===== src/rtl/reg_file_32x32.sv =====
// rtl/reg_file_32x32.sv - 32-entry register file with a one-hot write select and two registered read ports
// Optional write-first bypass: define RF_WRITE_BYPASS_EN (default build is read-first).
module reg_file_32x32 #(
  parameter int WIDTH = 32
) (
  input  logic             clk,
  input  logic             rst,
  input  logic             reg_write,
  input  logic [31:0]      wsel,
  input  logic [WIDTH-1:0] wdata,
  input  logic             re,
  input  logic [4:0]       ra1,
  input  logic [4:0]       ra2,
  output logic [WIDTH-1:0] rd1,
  output logic [WIDTH-1:0] rd2,
  output logic             rd_valid,
  output logic             sel_err
);

  logic [WIDTH-1:0] regs [32];
  logic             sel_nonzero;
  logic             sel_multi;
  logic             write_ok;
  logic             bypass1;
  logic             bypass2;
  logic [WIDTH-1:0] rd1_next;
  logic [WIDTH-1:0] rd2_next;

  // x & (x-1) clears the lowest set bit; anything left means two or more bits were set.
  assign sel_nonzero = |wsel;
  assign sel_multi   = |(wsel & (wsel - 32'd1));
  assign write_ok    = reg_write && sel_nonzero && !sel_multi;

`ifdef RF_WRITE_BYPASS_EN
  assign bypass1 = write_ok && wsel[ra1];
  assign bypass2 = write_ok && wsel[ra2];
`else
  assign bypass1 = 1'b0;
  assign bypass2 = 1'b0;
`endif

  // Address 0 is forced to zero last, so it also overrides any bypass of bit 0.
  always_comb begin
    rd1_next = bypass1 ? wdata : regs[ra1];
    rd2_next = bypass2 ? wdata : regs[ra2];
    if (ra1 == 5'd0) rd1_next = '0;
    if (ra2 == 5'd0) rd2_next = '0;
  end

  always_ff @(posedge clk) begin
    if (rst) begin
      for (int i = 0; i < 32; i++) regs[i] <= '0;
      rd1      <= '0;
      rd2      <= '0;
      rd_valid <= 1'b0;
      sel_err  <= 1'b0;
    end else begin
      for (int i = 1; i < 32; i++) begin
        if (write_ok && wsel[i]) regs[i] <= wdata;
      end
      if (reg_write && sel_multi) sel_err <= 1'b1;
      rd_valid <= re;
      if (re) begin
        rd1 <= rd1_next;
        rd2 <= rd2_next;
      end
    end
  end

endmodule


===== config.mk =====
export PLATFORM = sky130hd
export DESIGN_NAME = reg_file_32x32
export DESIGN_NICKNAME = d
export VERILOG_FILES = /design/src/rtl/reg_file_32x32.sv
export SDC_FILE = /design/constraint.sdc
export NUM_CORES = 2
export LEC_CHECK = 0
export CAP_MARGIN = 10
export CORE_MARGIN = 5
export CORE_UTILIZATION = 40
export DETAILED_ROUTE_END_ITERATION = 6
export GPL_ROUTABILITY_DRIVEN = 0
export GPL_TIMING_DRIVEN = 0
export PLACE_DENSITY = 0.65
export SLEW_MARGIN = 20
export SYNTH_ARGS = -nofsm -noshare
export SYNTH_HDL_FRONTEND = slang
export SYNTH_SLANG_ARGS = --single-unit

===== constraint.sdc =====
create_clock -name clk -period 8.5 [get_ports clk]
set_input_delay 1.275 -clock clk [delete_from_list [all_inputs] [get_ports clk]]
set_output_delay 1.275 -clock clk [all_outputs]
set_load 0.1 [all_outputs]

# Yosys cells after proc, flatten, opt, wreduce, memory -nomap -nowiden
# Memories as Yosys holds them, arrays and structs flattened.
# Cells that the tools add are included.
# word_totals
register_bits	66
out_inout_bits	66
ram_bits	1024
latch_bits	0
memories	1
romBits	0
# op_classes
n_bitwise	32
shift	0
n_eq_ne	0
magnitude_cmp	0
n_reduce_logical	39
add_sub_neg	1
muxes	128
div	0
mul	0
# memory_table
memory	words	width	rd	rd_ports_with_merged_regs	wr	line	rtl
regs	32	32	2	0	32	20	logic [WIDTH-1:0] regs [32];
# op_table
cell	n
$mux 32	33
$mux 1	95
$reduce_or 32->1	2
$logic_and 1x1->1	34
$and 32x32->32	1
$sub 32x1->32 const B	1
$or 1x1->1	31
$logic_not 5->1	2
$logic_not 1->1	1

# Logic depth before layout (Yosys ltp)
# depth
word_depth	10
ltp_mapped	10

# Worst setup path after synthesis
# No wires, ideal clock.
# synth_path
path_type	input to register
from	input port wsel[1]
to	memory regs[15][0], enable pin
required_time_ns	7.989
cell_stages	9
path_slack_ns	1.407
t_arrival_ns	6.583
path_buffers	3
setup_time_ns	0.511
path_cell_list	buf_2 -> or4_1 -> buf_2 -> a2111oi_2 -> a211oi_1 -> nor4_1 -> nand4_2 -> clkbuf_1 -> o41ai_1
# synth_lines
item	line	rtl
start: declaration	9	input logic [31:0] wsel,
end: declaration	20	

==> metrics.cfg <==
[synth]
synth_top_family_by_area=multiplexers
synthesis.nets=3647
ys_seq_area_frac=0.543
synthesis.area_um2=57300
synthMuxAreaShare=0.250
syn_inst=3569
synth.avg_cell_area_um2=16.1
synthAdderAreaFrac=0
synth_cell_types=47
synth_largest_area_cell=edfxtp_1
ys_warn_count=0
synth_edf_count=992
synth_common_cells=992 x edfxtp_1, 576 x mux4_2, 515 x nand2_1, 411 x nor4_2, 268 x clkbuf_1
synthTopCellsByArea=edfxtp_1 52%, mux4_2 23%, nor4_2 9.0%
synth_top_area_share=0.520
yosysMostFrequentCell=edfxtp_1
synth-simple-area-share=0.143
synth-compound-area-share=0.0241
ys_async_sr_fraction=0
synth_seq_cells=1058
synth_xor_area_frac=0
synth-main-ff-cell=edfxtp_1

[min_path]
whs_endpoint=rd1[8]
holdPathStages=2
hold_path_class=reg -> reg
hp-start=rd1[8]

[run]
maxCapViolCount=0

[clock_network]
clk_path_buf_depth=3
clk_latency_ps=760
htreeDepth=3
cts.sinks=1058
path_clk_slew_ps=60
cts_inserted_buffers=111
cts_resized=0
cts_tree=yes
cts_root_buf=clkbuf_16
hold_buffers=0
post_cts_buffers=0

[cells_and_area]
fin_nets=4062
num-fill-cells=12256
final_util=0.470
drive_gt1_frac=0.408
final_area_um2=66700
multi_input_area_um2=24200
synthToLayoutAreaGrowth_pct=16.4
regArea_um2=31100

[sta]
clock_skew_ps=40.5
layout_worst_path_cycle_share=0.739
rsz0062_at_grt=no
clock.fmax_mhz=159
hold_viol_final=0
finalCriticalPeriod_ps=6280
setup_slack_ps=2220
tightest_slew_ps=1370
holdWs_ps=452
setup_viol=0
drv_slew=0
slew_headroom=0.0861

[die]
rows=138
die_x_um=389
initial_utilization=0.404
core_area_um2=142000
fp.dieH_um=389
dieArea_um2=151000
ioPinCount=144

[drt]
num_vias=41672
vias_per_cell=6.96
ant_nets=0
drc=0
drtIter0Drc=7417
routed_wl_mm=241
first_pass_iters=6
wl_per_cell_um=40.3

[setup_path]
crit_type=in -> reg
crit_fanout=10
cp_slowest_stage_delay_ps=770
crit_required_ps=8920
arrival_ps=6700
rr_endpoint=rd2[14]
path_delay_family=buffers and inverters
endpoint_kind=flip-flop
r2r_cells=4
rrSetupSlack_ps=6240
crit_chain=clkdlybuf4s50_1, clkbuf_1, or4_1, nor3_4, a41oi_1, a311oi_1, nand3_1, buf_1, o41ai_2, buf_4, buf_2, buf_2, buf_2, buf_2
crit_top_cell=buf_2
crit_slowest_cell=or4_1
critPathBufInv=8
cp-start-kind=input pin
r2r_start=regs[10][14]

[power]
p_comb_frac=0.160
peakVddDrop_uv=198
leakage_nw=20.5
pwr-share-clk=0.383
power_density_nw_per_um2=204
intPower_mw=9.87
switching_share=0.275
switchingPower_mw=3.75
power_mw=13.6
seq_power_share=0.457

[place]
numPortBuffers=127
dp_slack_ps=1700
dp_hpwl_mm=180
place_area_um2=62800

[global_routing]
grt_start_max_net_pins=24
antenna_found_initial=12
grt.total_usage=0.313
grt_pass1_wl_mm=327
grt-ovfl-total=0
grt_pass1_vias=40720

[outcome]
outcome=complete, no violations

-- cell usage in the layout, fill, tap and decap left out, types with 66 or more instances in the layout --
cell type	count
buf_2	177
clkbuf_1	216
clkbuf_16	113
clkbuf_2	82
clkdlybuf4s50_1	127
dfxtp_1	66
edfxtp_1	992
mux4_2	576
nand2_1	515
nor3_1	131
nor4_2	411
o21ai_0	66
-- logic make-up (layout without fill, tap and decap cells) --
kind of cell | count (synthesis) | after routing
AOI/OAI and AO/OA | 185 | 185
muxes | 704 | 704
buffers and inverters | 495 | 1007
other | 0 | 13
DFF | 1058 | 1058
and+or+nand+nor | 1127 | 1127
-- worst reg2reg max path, cell delays in order (launching register included) --
cell and delay (ps):
edfxtp_1 420, mux4_2 540, mux4_2 500, mux2i_1 500
o21ai_0 160
-- registers in the layout, summed over array words and instances (netlist names) --
name and flops:
rd1 32, rd2 32, rd_valid 1, regs 992, sel_err 1
-- final cells by class --
| type | count | area share |
|---|---|---|
| Clock buffer | 150 | 0.0467 |
| Tap cell | 1890 | 0.0354 |
| Clock inverter | 60 | 0.0106 |
| Inverter | 56 | 0.00315 |
| Antenna cell | 13 | 0.000488 |
| Buffer | 439 | 0.0329 |
| Sequential cell | 1058 | 0.466 |
| Multi-Input combinational cell | 2016 | 0.363 |
| Timing Repair Buffer | 302 | 0.0412 |
-- worst max path at each step --
stage,startpoint,to,cells past startpoint
2_1_floorplan,wsel[1],regs[15][0],9
3_3_place_gp,wsel[5],regs[29][16],9
3_5_place_dp,wsel[5],regs[28][17],14
4_1_cts,wsel[5],regs[28][17],14
5_1_grt,wsel[5],regs[20][16],14
6_report,wsel[5],regs[28][17],14
-- layer usage --
metal | up-vias | GRT usage | share of wire
li1 | 15482 | - | -
met5 | - | 0.00255 | 0.00031
met1 | 21281 | 0.392 | 0.34
met4 | 6 | 0.203 | 0.080
met2 | 3934 | 0.448 | 0.42
met3 | 969 | 0.128 | 0.15
-- metrics by stage --
stage / cells / setup TNS, ps
after floorplan: 3569 / 0
after global placement: 5586 / -3135200
after detailed placement: 5760 / 0
after CTS: 5970 / 0
after global routing: 5972 / 0
final: 5984 / 0
-- power groups by stage --
stage	logic [mW]	registers (mW)	clock network, mW
2_1_floorplan	1.06	6.50	0
3_3_place_gp	2.01	6.34	0
3_5_place_dp	2.11	6.32	0
4_1_cts	2.12	6.21	5.21
5_1_grt	2.20	6.25	5.43
6_report	2.18	6.22	5.22
No activity file was read; power rests on OpenSTA's default activity.
